===== src/rtl/mem_pkg.sv =====
// Shared constants for the data-memory path: access sizes, rw encoding,
// controller state encoding and the alignment rule.
package mem_pkg;

    localparam logic [1:0] BYTE       = 2'b00;
    localparam logic [1:0] HALFWORD   = 2'b01;
    localparam logic [1:0] WORD       = 2'b10;
    localparam logic [1:0] DOUBLEWORD = 2'b11;

    localparam logic READ  = 1'b1;
    localparam logic WRITE = 1'b0;

    typedef enum logic [1:0] {
        IDLE   = 2'b00,
        ACCESS = 2'b01,
        RESP   = 2'b10
    } state_t;

    function automatic logic is_aligned(
        input logic [1:0] size,
        input logic [2:0] addr
    );
        logic ok;
        ok = 1'b0;
        unique case (size)
            BYTE:     ok = 1'b1;
            HALFWORD: ok = ~addr[0];
            WORD:     ok = (addr[1:0] == 2'b00);
            default:  ok = (addr == 3'b000);
        endcase
        return ok;
    endfunction

endpackage


===== src/rtl/mem_access_ctrl_if.sv =====
// CPU request/response bundle and RAM-side bus of the memory access
// controller; the controller is the slave of the first, master of the second.
interface mem_req_if #(
    parameter int ADDR_W = 8,
    parameter int DATA_W = 64
);
    logic              req_valid;
    logic              req_ready;
    logic              req_rw;
    logic [ADDR_W-1:0] req_addr;
    logic [1:0]        req_type;
    logic              req_signed;
    logic [DATA_W-1:0] req_wdata;
    logic              resp_valid;
    logic [DATA_W-1:0] resp_rdata;
    logic              resp_err;

    modport master (
        output req_valid, req_rw, req_addr, req_type, req_signed, req_wdata,
        input  req_ready, resp_valid, resp_rdata, resp_err
    );

    modport slave (
        input  req_valid, req_rw, req_addr, req_type, req_signed, req_wdata,
        output req_ready, resp_valid, resp_rdata, resp_err
    );
endinterface

interface ram_bus_if #(
    parameter int ADDR_W = 8,
    parameter int DATA_W = 64
);
    logic [DATA_W-1:0] ram_din;
    logic [DATA_W-1:0] ram_dout;
    logic              ram_rw;
    logic [ADDR_W-1:0] ram_addr;
    logic              ram_mv;
    logic              ram_moc;
    logic              ram_enable;
    logic [1:0]        ram_type;

    modport master (
        output ram_din, ram_rw, ram_addr, ram_mv, ram_enable, ram_type,
        input  ram_dout, ram_moc
    );

    modport slave (
        input  ram_din, ram_rw, ram_addr, ram_mv, ram_enable, ram_type,
        output ram_dout, ram_moc
    );
endinterface


===== src/rtl/mem_extend.sv =====
// Size/sign extension of load data and width masking of store data.
// Purely combinational; shared with the cache fill path.
module mem_extend
    import mem_pkg::*;
#(
    parameter int DATA_W = 64
) (
    input  logic [1:0]        size,
    input  logic              sign,
    input  logic [DATA_W-1:0] load_raw,
    input  logic [DATA_W-1:0] store_raw,
    output logic [DATA_W-1:0] load_ext,
    output logic [DATA_W-1:0] store_mask
);

    always_comb begin
        load_ext   = '0;
        store_mask = '0;
        unique case (size)
            BYTE: begin
                load_ext   = {{(DATA_W-8){sign & load_raw[7]}}, load_raw[7:0]};
                store_mask = {{(DATA_W-8){1'b0}}, store_raw[7:0]};
            end
            HALFWORD: begin
                load_ext   = {{(DATA_W-16){sign & load_raw[15]}}, load_raw[15:0]};
                store_mask = {{(DATA_W-16){1'b0}}, store_raw[15:0]};
            end
            WORD: begin
                load_ext   = {{(DATA_W-32){sign & load_raw[31]}}, load_raw[31:0]};
                store_mask = {{(DATA_W-32){1'b0}}, store_raw[31:0]};
            end
            default: begin
                load_ext   = load_raw;
                store_mask = store_raw;
            end
        endcase
    end

endmodule


===== src/rtl/mem_access_ctrl.sv =====
// Load/store sequencer in front of ram256x8: one request at a time.
// MEM_ACCESS_TIMEOUT_EN adds an ACCESS watchdog of TIMEOUT_CYCLES cycles.
module mem_access_ctrl
    import mem_pkg::*;
#(
    parameter int ADDR_W = 8,
    parameter int DATA_W = 64
`ifdef MEM_ACCESS_TIMEOUT_EN
    ,
    parameter int TIMEOUT_CYCLES = 16
`endif
) (
    input logic     clk,
    input logic     reset,
    mem_req_if.slave cpu,
    ram_bus_if.master ram
);

    state_t state, next;

    logic              rw_q;
    logic              sgn_q;
    logic              err_q;
    logic [ADDR_W-1:0] addr_q;
    logic [1:0]        type_q;
    logic [DATA_W-1:0] wdata_q;
    logic [DATA_W-1:0] dout_q;
    logic [DATA_W-1:0] load_ext;
    logic [DATA_W-1:0] store_mask;
    logic              aligned;
    logic              timeout;

    assign aligned = is_aligned(cpu.req_type, cpu.req_addr[2:0]);

`ifdef MEM_ACCESS_TIMEOUT_EN
    localparam int CNT_W = $clog2(TIMEOUT_CYCLES + 1);
    logic [CNT_W-1:0] cnt;

    // Held at zero outside ACCESS, so it is already clear on entry.
    always_ff @(posedge clk or posedge reset) begin
        if (reset)
            cnt <= '0;
        else if (state != ACCESS)
            cnt <= '0;
        else if (!ram.ram_moc)
            cnt <= cnt + CNT_W'(1);
    end

    assign timeout = (state == ACCESS) && !ram.ram_moc
                  && (cnt == CNT_W'(TIMEOUT_CYCLES - 1));
`else
    assign timeout = 1'b0;
`endif

    always_ff @(posedge clk or posedge reset) begin
        if (reset)
            state <= IDLE;
        else
            state <= next;
    end

    always_comb begin
        next           = state;
        cpu.req_ready  = 1'b0;
        cpu.resp_valid = 1'b0;
        ram.ram_mv     = 1'b0;
        ram.ram_enable = 1'b0;
        unique case (state)
            IDLE: begin
                cpu.req_ready = 1'b1;
                if (cpu.req_valid)
                    next = aligned ? ACCESS : RESP;
            end
            ACCESS: begin
                ram.ram_mv     = 1'b1;
                ram.ram_enable = 1'b1;
                if (ram.ram_moc || timeout)
                    next = RESP;
            end
            RESP: begin
                cpu.resp_valid = 1'b1;
                next           = IDLE;
            end
            default: next = IDLE;
        endcase
    end

    always_ff @(posedge clk or posedge reset) begin
        if (reset) begin
            rw_q    <= 1'b0;
            sgn_q   <= 1'b0;
            err_q   <= 1'b0;
            addr_q  <= '0;
            type_q  <= '0;
            wdata_q <= '0;
            dout_q  <= '0;
        end else begin
            unique case (state)
                IDLE: begin
                    if (cpu.req_valid) begin
                        rw_q    <= cpu.req_rw;
                        sgn_q   <= cpu.req_signed;
                        addr_q  <= cpu.req_addr;
                        type_q  <= cpu.req_type;
                        wdata_q <= cpu.req_wdata;
                        err_q   <= ~aligned;
                    end
                end
                ACCESS: begin
                    if (ram.ram_moc)
                        dout_q <= ram.ram_dout;
                    else if (timeout)
                        err_q <= 1'b1;
                end
                default: ;
            endcase
        end
    end

    mem_extend #(.DATA_W(DATA_W)) u_extend (
        .size       (type_q),
        .sign       (sgn_q),
        .load_raw   (dout_q),
        .store_raw  (wdata_q),
        .load_ext   (load_ext),
        .store_mask (store_mask)
    );

    assign ram.ram_din  = store_mask;
    assign ram.ram_rw   = rw_q;
    assign ram.ram_addr = addr_q;
    assign ram.ram_type = type_q;

    assign cpu.resp_err   = (state == RESP) && err_q;
    // Stores and errored loads return zero data.
    assign cpu.resp_rdata = ((state == RESP) && (rw_q == READ) && !err_q)
                          ? load_ext : '0;

endmodule


===== src/flat_wrapper.sv =====
// flat-port wrapper written by rule: the top's interface ports become plain ports
module mem_access_ctrl_flat import mem_pkg::*;
#(
    parameter int ADDR_W = 8,
    parameter int DATA_W = 64

)
  (clk, reset, cpu_req_valid, cpu_req_rw, cpu_req_addr, cpu_req_type, cpu_req_signed, cpu_req_wdata, cpu_req_ready, cpu_resp_valid, cpu_resp_rdata, cpu_resp_err, ram_ram_din, ram_ram_rw, ram_ram_addr, ram_ram_mv, ram_ram_enable, ram_ram_type, ram_ram_dout, ram_ram_moc);
  mem_req_if #(.ADDR_W(ADDR_W), .DATA_W(DATA_W)) cpu_i ();
  ram_bus_if #(.ADDR_W(ADDR_W), .DATA_W(DATA_W)) ram_i ();
  input logic clk;
  input logic reset;
  input wire logic [$bits(cpu_i.req_valid)-1:0] cpu_req_valid;
  input wire logic [$bits(cpu_i.req_rw)-1:0] cpu_req_rw;
  input wire logic [$bits(cpu_i.req_addr)-1:0] cpu_req_addr;
  input wire logic [$bits(cpu_i.req_type)-1:0] cpu_req_type;
  input wire logic [$bits(cpu_i.req_signed)-1:0] cpu_req_signed;
  input wire logic [$bits(cpu_i.req_wdata)-1:0] cpu_req_wdata;
  output wire logic [$bits(cpu_i.req_ready)-1:0] cpu_req_ready;
  output wire logic [$bits(cpu_i.resp_valid)-1:0] cpu_resp_valid;
  output wire logic [$bits(cpu_i.resp_rdata)-1:0] cpu_resp_rdata;
  output wire logic [$bits(cpu_i.resp_err)-1:0] cpu_resp_err;
  output wire logic [$bits(ram_i.ram_din)-1:0] ram_ram_din;
  output wire logic [$bits(ram_i.ram_rw)-1:0] ram_ram_rw;
  output wire logic [$bits(ram_i.ram_addr)-1:0] ram_ram_addr;
  output wire logic [$bits(ram_i.ram_mv)-1:0] ram_ram_mv;
  output wire logic [$bits(ram_i.ram_enable)-1:0] ram_ram_enable;
  output wire logic [$bits(ram_i.ram_type)-1:0] ram_ram_type;
  input wire logic [$bits(ram_i.ram_dout)-1:0] ram_ram_dout;
  input wire logic [$bits(ram_i.ram_moc)-1:0] ram_ram_moc;
  assign cpu_i.req_valid = cpu_req_valid;
  assign cpu_i.req_rw = cpu_req_rw;
  assign cpu_i.req_addr = cpu_req_addr;
  assign cpu_i.req_type = cpu_req_type;
  assign cpu_i.req_signed = cpu_req_signed;
  assign cpu_i.req_wdata = cpu_req_wdata;
  assign cpu_req_ready = cpu_i.req_ready;
  assign cpu_resp_valid = cpu_i.resp_valid;
  assign cpu_resp_rdata = cpu_i.resp_rdata;
  assign cpu_resp_err = cpu_i.resp_err;
  assign ram_ram_din = ram_i.ram_din;
  assign ram_ram_rw = ram_i.ram_rw;
  assign ram_ram_addr = ram_i.ram_addr;
  assign ram_ram_mv = ram_i.ram_mv;
  assign ram_ram_enable = ram_i.ram_enable;
  assign ram_ram_type = ram_i.ram_type;
  assign ram_i.ram_dout = ram_ram_dout;
  assign ram_i.ram_moc = ram_ram_moc;
  mem_access_ctrl #(.ADDR_W(ADDR_W), .DATA_W(DATA_W)) u_core (.clk(clk), .reset(reset), .cpu(cpu_i), .ram(ram_i));
endmodule

===== config.mk =====
export PLATFORM = sky130hd
export DESIGN_NAME = mem_access_ctrl_flat
export DESIGN_NICKNAME = d
export VERILOG_FILES = /design/src/rtl/mem_pkg.sv /design/src/rtl/mem_access_ctrl_if.sv /design/src/rtl/mem_extend.sv /design/src/rtl/mem_access_ctrl.sv /design/src/flat_wrapper.sv
export SDC_FILE = /design/constraint.sdc
export NUM_CORES = 1
export LEC_CHECK = 0
export ABC_AREA = 1
export ABC_CLOCK_PERIOD_IN_PS = 5600
export CAP_MARGIN = 20
export CORE_MARGIN = 4
export CORE_UTILIZATION = 42
export CTS_CLUSTER_SIZE = 40
export DETAILED_ROUTE_END_ITERATION = 10
export PLACE_DENSITY = 0.87
export SLEW_MARGIN = 25
export SYNTH_ARGS = -nofsm -noshare
export SYNTH_HDL_FRONTEND = slang
export SYNTH_SLANG_ARGS = --single-unit

===== constraint.sdc =====
create_clock -name clk -period 5.6 [get_ports clk]
set_input_delay 0.84 -clock clk [delete_from_list [all_inputs] [get_ports clk]]
set_output_delay 0.84 -clock clk [all_outputs]
set_load 0.02 [all_outputs]

==> metrics.txt <==
status=finished clean; Root Driver=clkbuf_16; Reg clk slew, reported paths=60 ps; Routability Congestion=about 0.78; Mapped Cells=857; Leak=4.95 nW; htree depth=4; Synth top cells by count=nand2_1, dfrtp_1, nor2_1; first-pass GRT wire length=32600 um; total gr overflow=0; Post-DP HPWL=14000 um; endpoint type of the worst setup path=output pin; Area Growth Syn to Fin=53.9%; Critical Path AT=3050 ps; nets=1254; num rows=45; final routed DRC violation total=0; Combinational Power Share=34.9%; most frequent cell after synthesis=nand2_1; core footprint=15300 um^2; Seq pwr share=around two fifths; Pre-Repair DR Iteration Count=4; Worst R2R Path Depth=5; Hold Path Class=flip-flop to flip-flop; post-synthesis sequential area ratio=a little over half; clk_lat worst skew=410 ps; Slew @ Worst Pin=997 ps; initial antenna violation count=0; clock sinks=143; Required @ worst endpoint=4760 ps; DP Area=9430 um^2; Critical Path End=cpu_resp_rdata[51]; final setup fails=0; vias=6441; power per standard cell area=approximately 430 nW/um^2; Power Total=4.33 mW; Mean Syn Cell Area=7.63 um^2; Crit Path Max Fanout=33; Die Wd=133 um; Starting Density=42.9%; fraction of layout cells with a size suffix above 1=4.90%; CTS tree=done; cts bufs inserted=17; Max Slew Vio Count=0; Rel. slew slack=33.4%; top cells by area, synth=dfrtp_1, nand2_1, nor2_1; vias in the first global route=roughly 6400; hold path cells=2; Ports=288; postcts setup bufs=0; largest net degree at the start of global routing=102; internal power=between 2 and 3 mW; Main synth FF type=dfrtp_1; Post-Route Skew=about 7 ps; area of the die=between 15000 and 20000 um^2; Final Hold Vio Count=0; DIE HEIGHT=approximately 130 um; Routed WL per cell=15.1 um; Post-synth EDFFs=0; Crit. Startpoint=u_core.state[0]$_DFFE_PP0P_; worst hold slack=471 ps; Routed Antenna Nets=0; count of cell types in the netlist=18; Ys Warns=0; Max IR drop VDD=0.221 mV; final wirelength=20100 um; Switching Power=between 1.5 and 2 mW; Vias/cell=4.83; Final Instance Area=10100 um^2; Post-synth ARST share=between 90% and 100%; Antenna diodes=0; GRT Util Overall=22.9%; Mapped Nets=1001; Fmax achieved=0.257 GHz; clk buf depth=2; Setup Crit Path Kind=flip-flop to output pin; synthesized cell area=approximately 6500 um^2; post-CTS sizing=0; max cap viols=0; unrepaired setup endpoints after global routing=no; Setup Total Neg Slack=0 ps; FF-to-FF End=u_core.wdata_q[44]$_DFFE_PP0P_; # port buffers=287; CP Launch Type=flip-flop; Sw Ratio=35.3%; cell taking the most area after synthesis=dfrtp_1; synthesis-stage register bit count=143; post-layout min period=3890 ps; FF-to-FF setup slack=2810 ps; period utilisation layout=a little over two thirds; Clk pwr share=26.7%; reg2reg start=u_core.state[1]$_DFFE_PP0P_; initial DRC count=458; hold buffer count at CTS=0; post-synth top area share=54.7%
logic make-up after synthesis:
family                 share of synthesized area (%)
flip-flops                                      54.7
buffers and inverters                           9.33
AO/OA/AOI/OAI                                   6.08
AND/OR/NAND/NOR                                 29.9
flip-flops by register name, summed over array words and instances (netlist names):
name / flops
u_core.ram.ram_addr: 8
u_core.err_q: 1
u_core.ram.ram_type: 2
u_core.ram.ram_rw: 1
u_core.wdata_q: 64
u_core.state: 2
u_core.sgn_q: 1
u_core.dout_q: 64
metal layers:
metal  vias up  GRT usage, %  wire [um]
li1       3104             -          -
met3        45          7.15       1540
met5         -             0          0
met2       268          37.5       9730
met4         0          9.41        593
met1      3024          28.2       8280
worst min-delay path by stage:
| stage | end | slack (ps) | from |
|---|---|---|---|
| 6_report | u_core.dout_q[12]$_DFFE_PP0P_ | 470 | u_core.dout_q[12]$_DFFE_PP0P_ |
| 5_1_grt | u_core.dout_q[19]$_DFFE_PP0P_ | 490 | u_core.dout_q[19]$_DFFE_PP0P_ |
| 4_1_cts | u_core.dout_q[9]$_DFFE_PP0P_ | 470 | u_core.dout_q[9]$_DFFE_PP0P_ |
| 3_5_place_dp | u_core.dout_q[22]$_DFFE_PP0P_ | 460 | u_core.dout_q[22]$_DFFE_PP0P_ |
| 3_3_place_gp | u_core.dout_q[22]$_DFFE_PP0P_ | 450 | u_core.dout_q[22]$_DFFE_PP0P_ |
| 2_1_floorplan | u_core.dout_q[16]$_DFFE_PP0P_ | 440 | u_core.dout_q[16]$_DFFE_PP0P_ |
placed cells by master (no fill, tap or decap):
cell / netlist / final
nor2_2: 2 / 1
inv_1: 73 / 72
inv_2: 5 / 5
nand3_1: 59 / 59
o21ai_1: 4 / 4
clkinvlp_4: 0 / 1
buf_4: 14 / 8
buf_2: 26 / 1
nor2_4: 1 / 2
a21oi_1: 32 / 32
nor2_1: 122 / 122
clkbuf_16: 0 / 17
buf_16: 0 / 1
clkbuf_1: 19 / 1
bufinv_16: 0 / 3
clkdlybuf4s50_1: 0 / 286
o21ai_0: 42 / 42
o31ai_1: 1 / 1
clkinv_4: 0 / 2
clkbuf_8: 0 / 3
inv_6: 0 / 1
nand2_1: 308 / 305
nand3_2: 1 / 1
dfrtp_1: 143 / 143
nand2_2: 2 / 5
clkinv_2: 0 / 4
critical path, stage by stage, from the launching register on:
cell and delay (ps):
dfrtp_1 390, inv_2 100, nand2_1 80, inv_2 70, nand3_2 540, inv_2 190
nand2_2 360, nor2_1 250, clkdlybuf4s50_1 640
final cells by class:
class | instances | area, um^2
clock inverter | 10 | 135
timing repair buffer | 296 | 2960
inverter | 78 | 298
fill | 1218 | 5190
sequential | 143 | 3580
clock buffer | 21 | 470
multi-input combinational | 574 | 2370
tap | 211 | 264
power groups by stage:
stage          logic [mW]  clock network, mW  registers (mW)
2_1_floorplan       0.910                  0            1.65
3_3_place_gp         1.48                  0            1.65
3_5_place_dp         1.52                  0            1.67
4_1_cts              1.53               1.18            1.66
5_1_grt              1.68               1.23            1.71
6_report             1.51               1.16            1.66
per-stage QoR:
stage / setup WS [ps] / std cells / util [%]
after floorplan: 922 / 857 / -
after global placement: 1980 / 1301 / 61.8
after detailed placement: 1790 / 1301 / 61.8
after CTS: 1310 / 1332 / 65.8
after global routing: 1420 / 1333 / 66.0
final: 1710 / 1333 / 66.0
(Power assumes the default switching activity.)
